[config.mk]
export PLATFORM = sky130hd
export DESIGN_NAME = serial_frame_tx
export DESIGN_NICKNAME = d
export VERILOG_FILES = /design/src/rtl/serial_frame_tx.sv
export SDC_FILE = /design/constraint.sdc
export NUM_CORES = 1
export LEC_CHECK = 0
export BUFFER_PORTS_ARGS = -buffer_cell sky130_fd_sc_hd__buf_2
export CORE_UTILIZATION = 45
export DETAILED_ROUTE_END_ITERATION = 7
export PLACE_DENSITY = 0.68
export REMOVE_ABC_BUFFERS = 1
export SLEW_MARGIN = 30
export SYNTH_ARGS = -nofsm -noshare
export SYNTH_HDL_FRONTEND = slang
export SYNTH_SLANG_ARGS = --single-unit
[constraint.sdc]
create_clock -name CLOCK -period 2.4 [get_ports CLOCK]
set_clock_uncertainty 0.05 [all_clocks]
set_input_delay 0.48 -clock CLOCK [delete_from_list [all_inputs] [get_ports CLOCK]]
set_output_delay 0.48 -clock CLOCK [all_outputs]
set_load 0.05 [all_outputs]
[src/rtl/serial_frame_tx.sv]
// serial_frame_tx: serial frame transmitter (zero sync, ones flag, LSB-first
// zero-stuffed data, zero tail) feeding a run-of-ones detector.
// Ports:
//   CLOCK        rising-edge clock
//   RESET        asynchronous active-high reset
//   START        send request, sampled only in IDLE
//   DATA         payload, latched when START is accepted
//   X            registered serial line
//   BUSY         high while a frame is in progress
//   DONE         one-cycle pulse in the first IDLE cycle after TAIL
//   CurrentState FSM state for debug
module serial_frame_tx #(
    parameter int DATA_WIDTH  = 8,
    parameter int HEADER_ONES = 3
) (
    input  logic                  CLOCK,
    input  logic                  RESET,
    input  logic                  START,
    input  logic [DATA_WIDTH-1:0] DATA,
    output logic                  X,
    output logic                  BUSY,
    output logic                  DONE,
    output logic [2:0]            CurrentState
);
    localparam int MAXC = DATA_WIDTH > HEADER_ONES ? DATA_WIDTH : HEADER_ONES;
    localparam int CW   = $clog2(MAXC + 1);

    typedef enum logic [2:0] {
        IDLE  = 3'b000,
        SYNC  = 3'b001,
        FLAG  = 3'b010,
        DATAS = 3'b011,
        STUFF = 3'b100,
        TAIL  = 3'b101
    } state_t;

    state_t                state, state_n;
    logic [CW-1:0]         cnt, cnt_n, run, run_n;
    logic [DATA_WIDTH-1:0] sr, sr_n;
    logic                  x_n, done_n;

    always_ff @(posedge CLOCK or posedge RESET) begin
        if (RESET) begin
            state <= IDLE;
            cnt   <= '0;
            run   <= '0;
            sr    <= '0;
            X     <= 1'b0;
            DONE  <= 1'b0;
        end else begin
            state <= state_n;
            cnt   <= cnt_n;
            run   <= run_n;
            sr    <= sr_n;
            X     <= x_n;
            DONE  <= done_n;
        end
    end

    // cnt counts flag cycles in FLAG and data bits in DATA; run tracks the
    // current run of data ones so a flag-length run can never appear in data.
    always_comb begin
        state_n = state;
        cnt_n   = cnt;
        run_n   = run;
        sr_n    = sr;
        done_n  = 1'b0;
        case (state)
            IDLE: begin
                if (START) begin
                    sr_n    = DATA;
                    cnt_n   = '0;
                    run_n   = '0;
                    state_n = SYNC;
                end
            end
            SYNC: begin
                cnt_n   = '0;
                state_n = FLAG;
            end
            FLAG: begin
                cnt_n   = (cnt == CW'(HEADER_ONES - 1)) ? '0 : cnt + CW'(1);
                state_n = (cnt == CW'(HEADER_ONES - 1)) ? DATAS : FLAG;
            end
            DATAS: begin
                cnt_n   = cnt + CW'(1);
                sr_n    = sr >> 1;
                run_n   = sr[0] ? run + CW'(1) : '0;
                state_n = (cnt == CW'(DATA_WIDTH - 1))       ? TAIL  :
                          (run_n == CW'(HEADER_ONES - 1))    ? STUFF : DATAS;
            end
            STUFF: begin
                run_n   = '0;
                state_n = DATAS;
            end
            TAIL: begin
                done_n  = 1'b1;
                state_n = IDLE;
            end
            default: state_n = IDLE;
        endcase
        // X is registered from the next state so it tracks the state register exactly
        x_n = (state_n == FLAG) || ((state_n == DATAS) && sr_n[0]);
    end

    assign BUSY         = (state != IDLE);
    assign CurrentState = state;
endmodule

### Word level (Yosys, flattened, before mapping)

Cells that the tools add are included.

| word-level totals | value |
|---|---|
| register bits | 21 |
| word-level logic and storage cells | 43 |
| bits of input ports | 11 |

| operators by class | value |
|---|---|
| add/subtract/negate cells | 2 |
| equality and inequality tests | 11 |
| reductions and logical operators | 10 |
| mux-type cells | 13 |

Operators with widths:

| operator | count |
|---|---|
| $pmux 4 s4 | 1 |
| $pmux 8 s2 | 1 |
| $pmux 3 s5 | 1 |
| $eq 3x2->1 const B | 4 |
| $mux 4 | 3 |
| $pmux 4 s3 | 1 |
| $mux 3 | 3 |
| $add 4x1->4 const B | 2 |
| $eq 4x2->1 const B | 2 |
| $mux 8 | 1 |
| $eq 3x3->1 const B | 2 |
| $reduce_and 2->1 | 3 |
| $reduce_bool 3->1 | 2 |
| $eq 4x3->1 const B | 1 |
| $reduce_bool 4->1 | 1 |
| $eq 3x1->1 const B | 1 |
| $logic_not 3->1 | 1 |
| $mux 1 | 2 |
| $ne 2x2->1 const B | 1 |
| $reduce_bool 2->1 | 1 |
| $logic_and 1x1->1 | 1 |
| $logic_or 1x1->1 | 1 |

### Depth between registers and ports, before layout

| logic depth | value |
|---|---|
| depth after elaboration | 9 |
| gate-level depth with buffers | 7 |
| mapped depth without buffers | 7 |

### Worst setup path after synthesis

OpenSTA, ideal clock, no wires.

| timing path | value |
|---|---|
| path type | register to output |
| from | register state[2], in the netlist CurrentState[2] |
| to | output BUSY |
| setup slack | 0.400 ns |
| data arrival time | 1.470 ns |
| required time | 1.870 ns |
| cell stages (with the launch flop) | 3 |
| cell sequence | dfrtp_1 -> buf_2 -> or3_2 |

| on the way | value |
|---|---|
| longest elaborated chain between the ends | 1 |

Ends and longest elaborated chain:

| element | RTL line | source |
|---|---|---|
| start: declaration | 37 | `state_t state, state_n;` |
| start signal: assignment | 51 | `state <= state_n;` |
| $reduce_bool 3->1 | 106 | `assign BUSY = (state != IDLE);` |
| end: declaration | 21 | `output logic BUSY,` |

No other way between the ends.

### Final worst setup path

Same ends and word-level chain as after synthesis.

==> results by group <==
Critical path
  – CP top delay family: flip-flops
  – Crit path depth: 2
  – CP arrival: 1.59 ns
  – CP Max Fanout: 13
  – Crit path buf inv count: 1
  – Crit path kind: reg -> out
  – Critical Path RT: 1.87 ns
  – Critical Path Max Stage Delay: 0.54 ns
  – Reg2reg path depth: 5
  – CP Cell Sequence: or3_2, buf_2
  – Startpoint types: register
  – CP max-delay cell: dfrtp_1
  – Crit end category: output port

STA
  – Highest clock rate: 472 MHz
  – Hold slack: 0.251 ns
  – Final Max Tran Viols: 0
  – Fin crit period: 2.12 ns
  – Hold Fails Final Rpt: 0
  – Slew HR: 46.5%
  – Worst slew pin tran: 0.801 ns
  – Final period util: 88.2%
  – Setup violators final: 0
  – Total negative setup slack: 0 ns
  – Setup WS post-layout: 0.282 ns
  – Unrepaired setup endpoints after global routing: no

Placed design
  – Post-Place Worst Slack: 0.635 ns
  – DPL Wire Length: 1360 µm
  – Placer Congestion: 0.792
  – Post-Place Cells: 144
  – IO buf count: 16
  – Placed instance area: 1130 µm²

Global route
  – Largest net degree at the start of global routing: 22
  – Grt total ovfl: 0
  – Vias in the first global route: 730
  – Initial antenna violation count: 0
  – GRT Total Usage: 17.0%
  – First-pass GRT wire length: 3120 µm

Power and ir drop
  – Worst VDD drop: 656 µV
  – Power per cell area: 1120 nW/µm²
  – Pwr Total: 1.30 mW
  – Leak Pwr: 0.574 nW

Logic synthesis
  – Syn Area/Cell: 10.0 µm²
  – Seq/Total Area, Yosys: 50.8%
  – Cell area after synthesis: 1030 µm²
  – #FFs+latches synth: 21
  – Ys Warns: 0
  – Mapped Cells: 103
  – Synth unique cells: 30

Final layout
  – Synth-to-layout area growth: 12.6%
  – N_diodes: 0
  – Layout cell share with drive strength beyond 1: 21.5%
  – Final Non-Filler Cells: 148
  – Fin area: 1160 µm²
  – Fin util: 56.4%
  – NumNets Final: 136

Drt
  – DR vias/cell: 5.45
  – 1st-iter DRT viols: 12
  – DRC viols: 0
  – Post-Route WL: 1880 µm
  – Via count: 807
  – Remaining antenna violation count: 0
  – Per-cell routed wire length: 12.7 µm
  – Drt pass-1 iters: 4

CTS
  – CTS tree: done
  – Post-CTS setup buffer count: 0
  – Clock slew at reported path FFs: 0.12 ns
  – TritonCTS Buffers: 3
  – H-Tree Depth: 1
  – CTS Hold Bufs: 0
  – Post-CTS sizing: 0
  – CTS Root Cell: clkbuf_4
  – Clk buf depth: 2
  – Clock Sink Count: 21
  – Worst-Skew Late Latency: 0.31 ns

Run status
  – Outcome: complete, no violations

Min path
  – Hold Crit Class: in -> async

Floorplan
  – Die W: 49.9 µm
  – Die height: 49.9 µm
  – Site row count: 16
  – Initial Utilization: 50.1%
  – Core Area: 2060 µm²
  – Die ar.: 2490 µm²
  – I/O Pins: 17

Job
  – Max Cap Violations: 0
==> final cells by class <==
class                           instances  area [µm²]
Fill cell                             183         898
Sequential cell                        21         526
Multi-Input combinational cell         76         475
Timing Repair Buffer                   17        87.6
Tap cell                               27        33.8
Clock buffer                            3        22.5
Inverter                                3        11.3
Clock inverter                          1        7.51
==> power by group <==
part,switching [mW],leakage [nW],internal (mW)
registers,0.118,0.275,0.462
logic,0.355,0.285,0.188
clock network,0.114,0.0139,0.0635
total,0.587,0.574,0.714
==> cells in the final DEF (no fill, tap or decap), drive strengths merged, types with 2 or more instances in the layout <==
| cell type | count |
|---|---|
| nand3 | 6 |
| o21ai | 11 |
| ha | 3 |
| nor2 | 5 |
| nand2 | 20 |
| xor2 | 2 |
| inv | 3 |
| o31ai | 3 |
| buf | 17 |
| clkbuf | 3 |
| a22oi | 7 |
| nor2b | 2 |
| dfrtp | 21 |
| a22o | 2 |
| and3b | 2 |
==> sequential cells by signal (all words and copies together) (netlist names) <==
name	count
sr	8
cnt	4
run	4
CurrentState	3
DONE	1
X	1
==> routing by layer <==
layer  part of all wire (%)  global-route usage (%)  vias to the layer above  routed length [µm]
met5                      0                       0                        -                   0
met3                    3.6                    5.56                        2                  67
met2                     46                    26.6                       19                 866
met1                     49                    21.6                      381                 928
met4                    1.0                    6.67                        0                  19
li1                       -                       -                      405                   -
==> cells in the mapped netlist <==
master / n / area (µm²)
dfrtp_1: 21 / 526
nand2_1: 20 / 75.1
o21ai_0: 11 / 55.1
a22oi_1: 7 / 52.6
nand3_1: 6 / 30.0
nor2_1: 4 / 15.0
ha_1: 3 / 37.5
inv_1: 3 / 11.3
o31ai_1: 3 / 22.5
a22o_1: 2 / 17.5
buf_2: 2 / 10.0
nor2b_1: 2 / 12.5
xor2_1: 2 / 17.5
a21boi_0: 1 / 7.51
a21oi_1: 1 / 5.00
a32o_1: 1 / 10.0
and2_1: 1 / 6.26
and3_1: 1 / 6.26
and3b_1: 1 / 8.76
and3b_2: 1 / 10.0
buf_6: 1 / 11.3
nand2b_1: 1 / 6.26
nand3b_1: 1 / 7.51
nor2_2: 1 / 6.26
nor3_1: 1 / 5.00
nor4b_4: 1 / 23.8
o21a_1: 1 / 7.51
or3_2: 1 / 7.51
or4b_4: 1 / 13.8
xnor2_1: 1 / 8.76
==> final timing paths <==
| path | start | to | slack [ns] |
|---|---|---|---|
| max reg2reg | CurrentState[2] | X | 0.62 |
| max in group asynchronous | RESET | run[2] | 1.56 |
| min in group CLOCK | DATA[2] | sr[2] | 0.33 |
| min reg2reg | sr[4] | sr[4] | 0.44 |
| min | RESET | sr[4] | 0.25 |
| max | CurrentState[2] | BUSY | 0.28 |
==> cells by family (layout without fill, tap and decap cells) <==
group,count (synthesis),in the layout,synth area share [%]
DFF,21,21,50.8
adders and majority gates,3,3,3.63
and+or+nand+nor,43,43,22.6
AOI/OAI and AO/OA,27,27,17.2
xor gates and xnor gates,3,3,2.54
buffers and inverters,6,24,3.15
(Power assumes the default switching activity.)
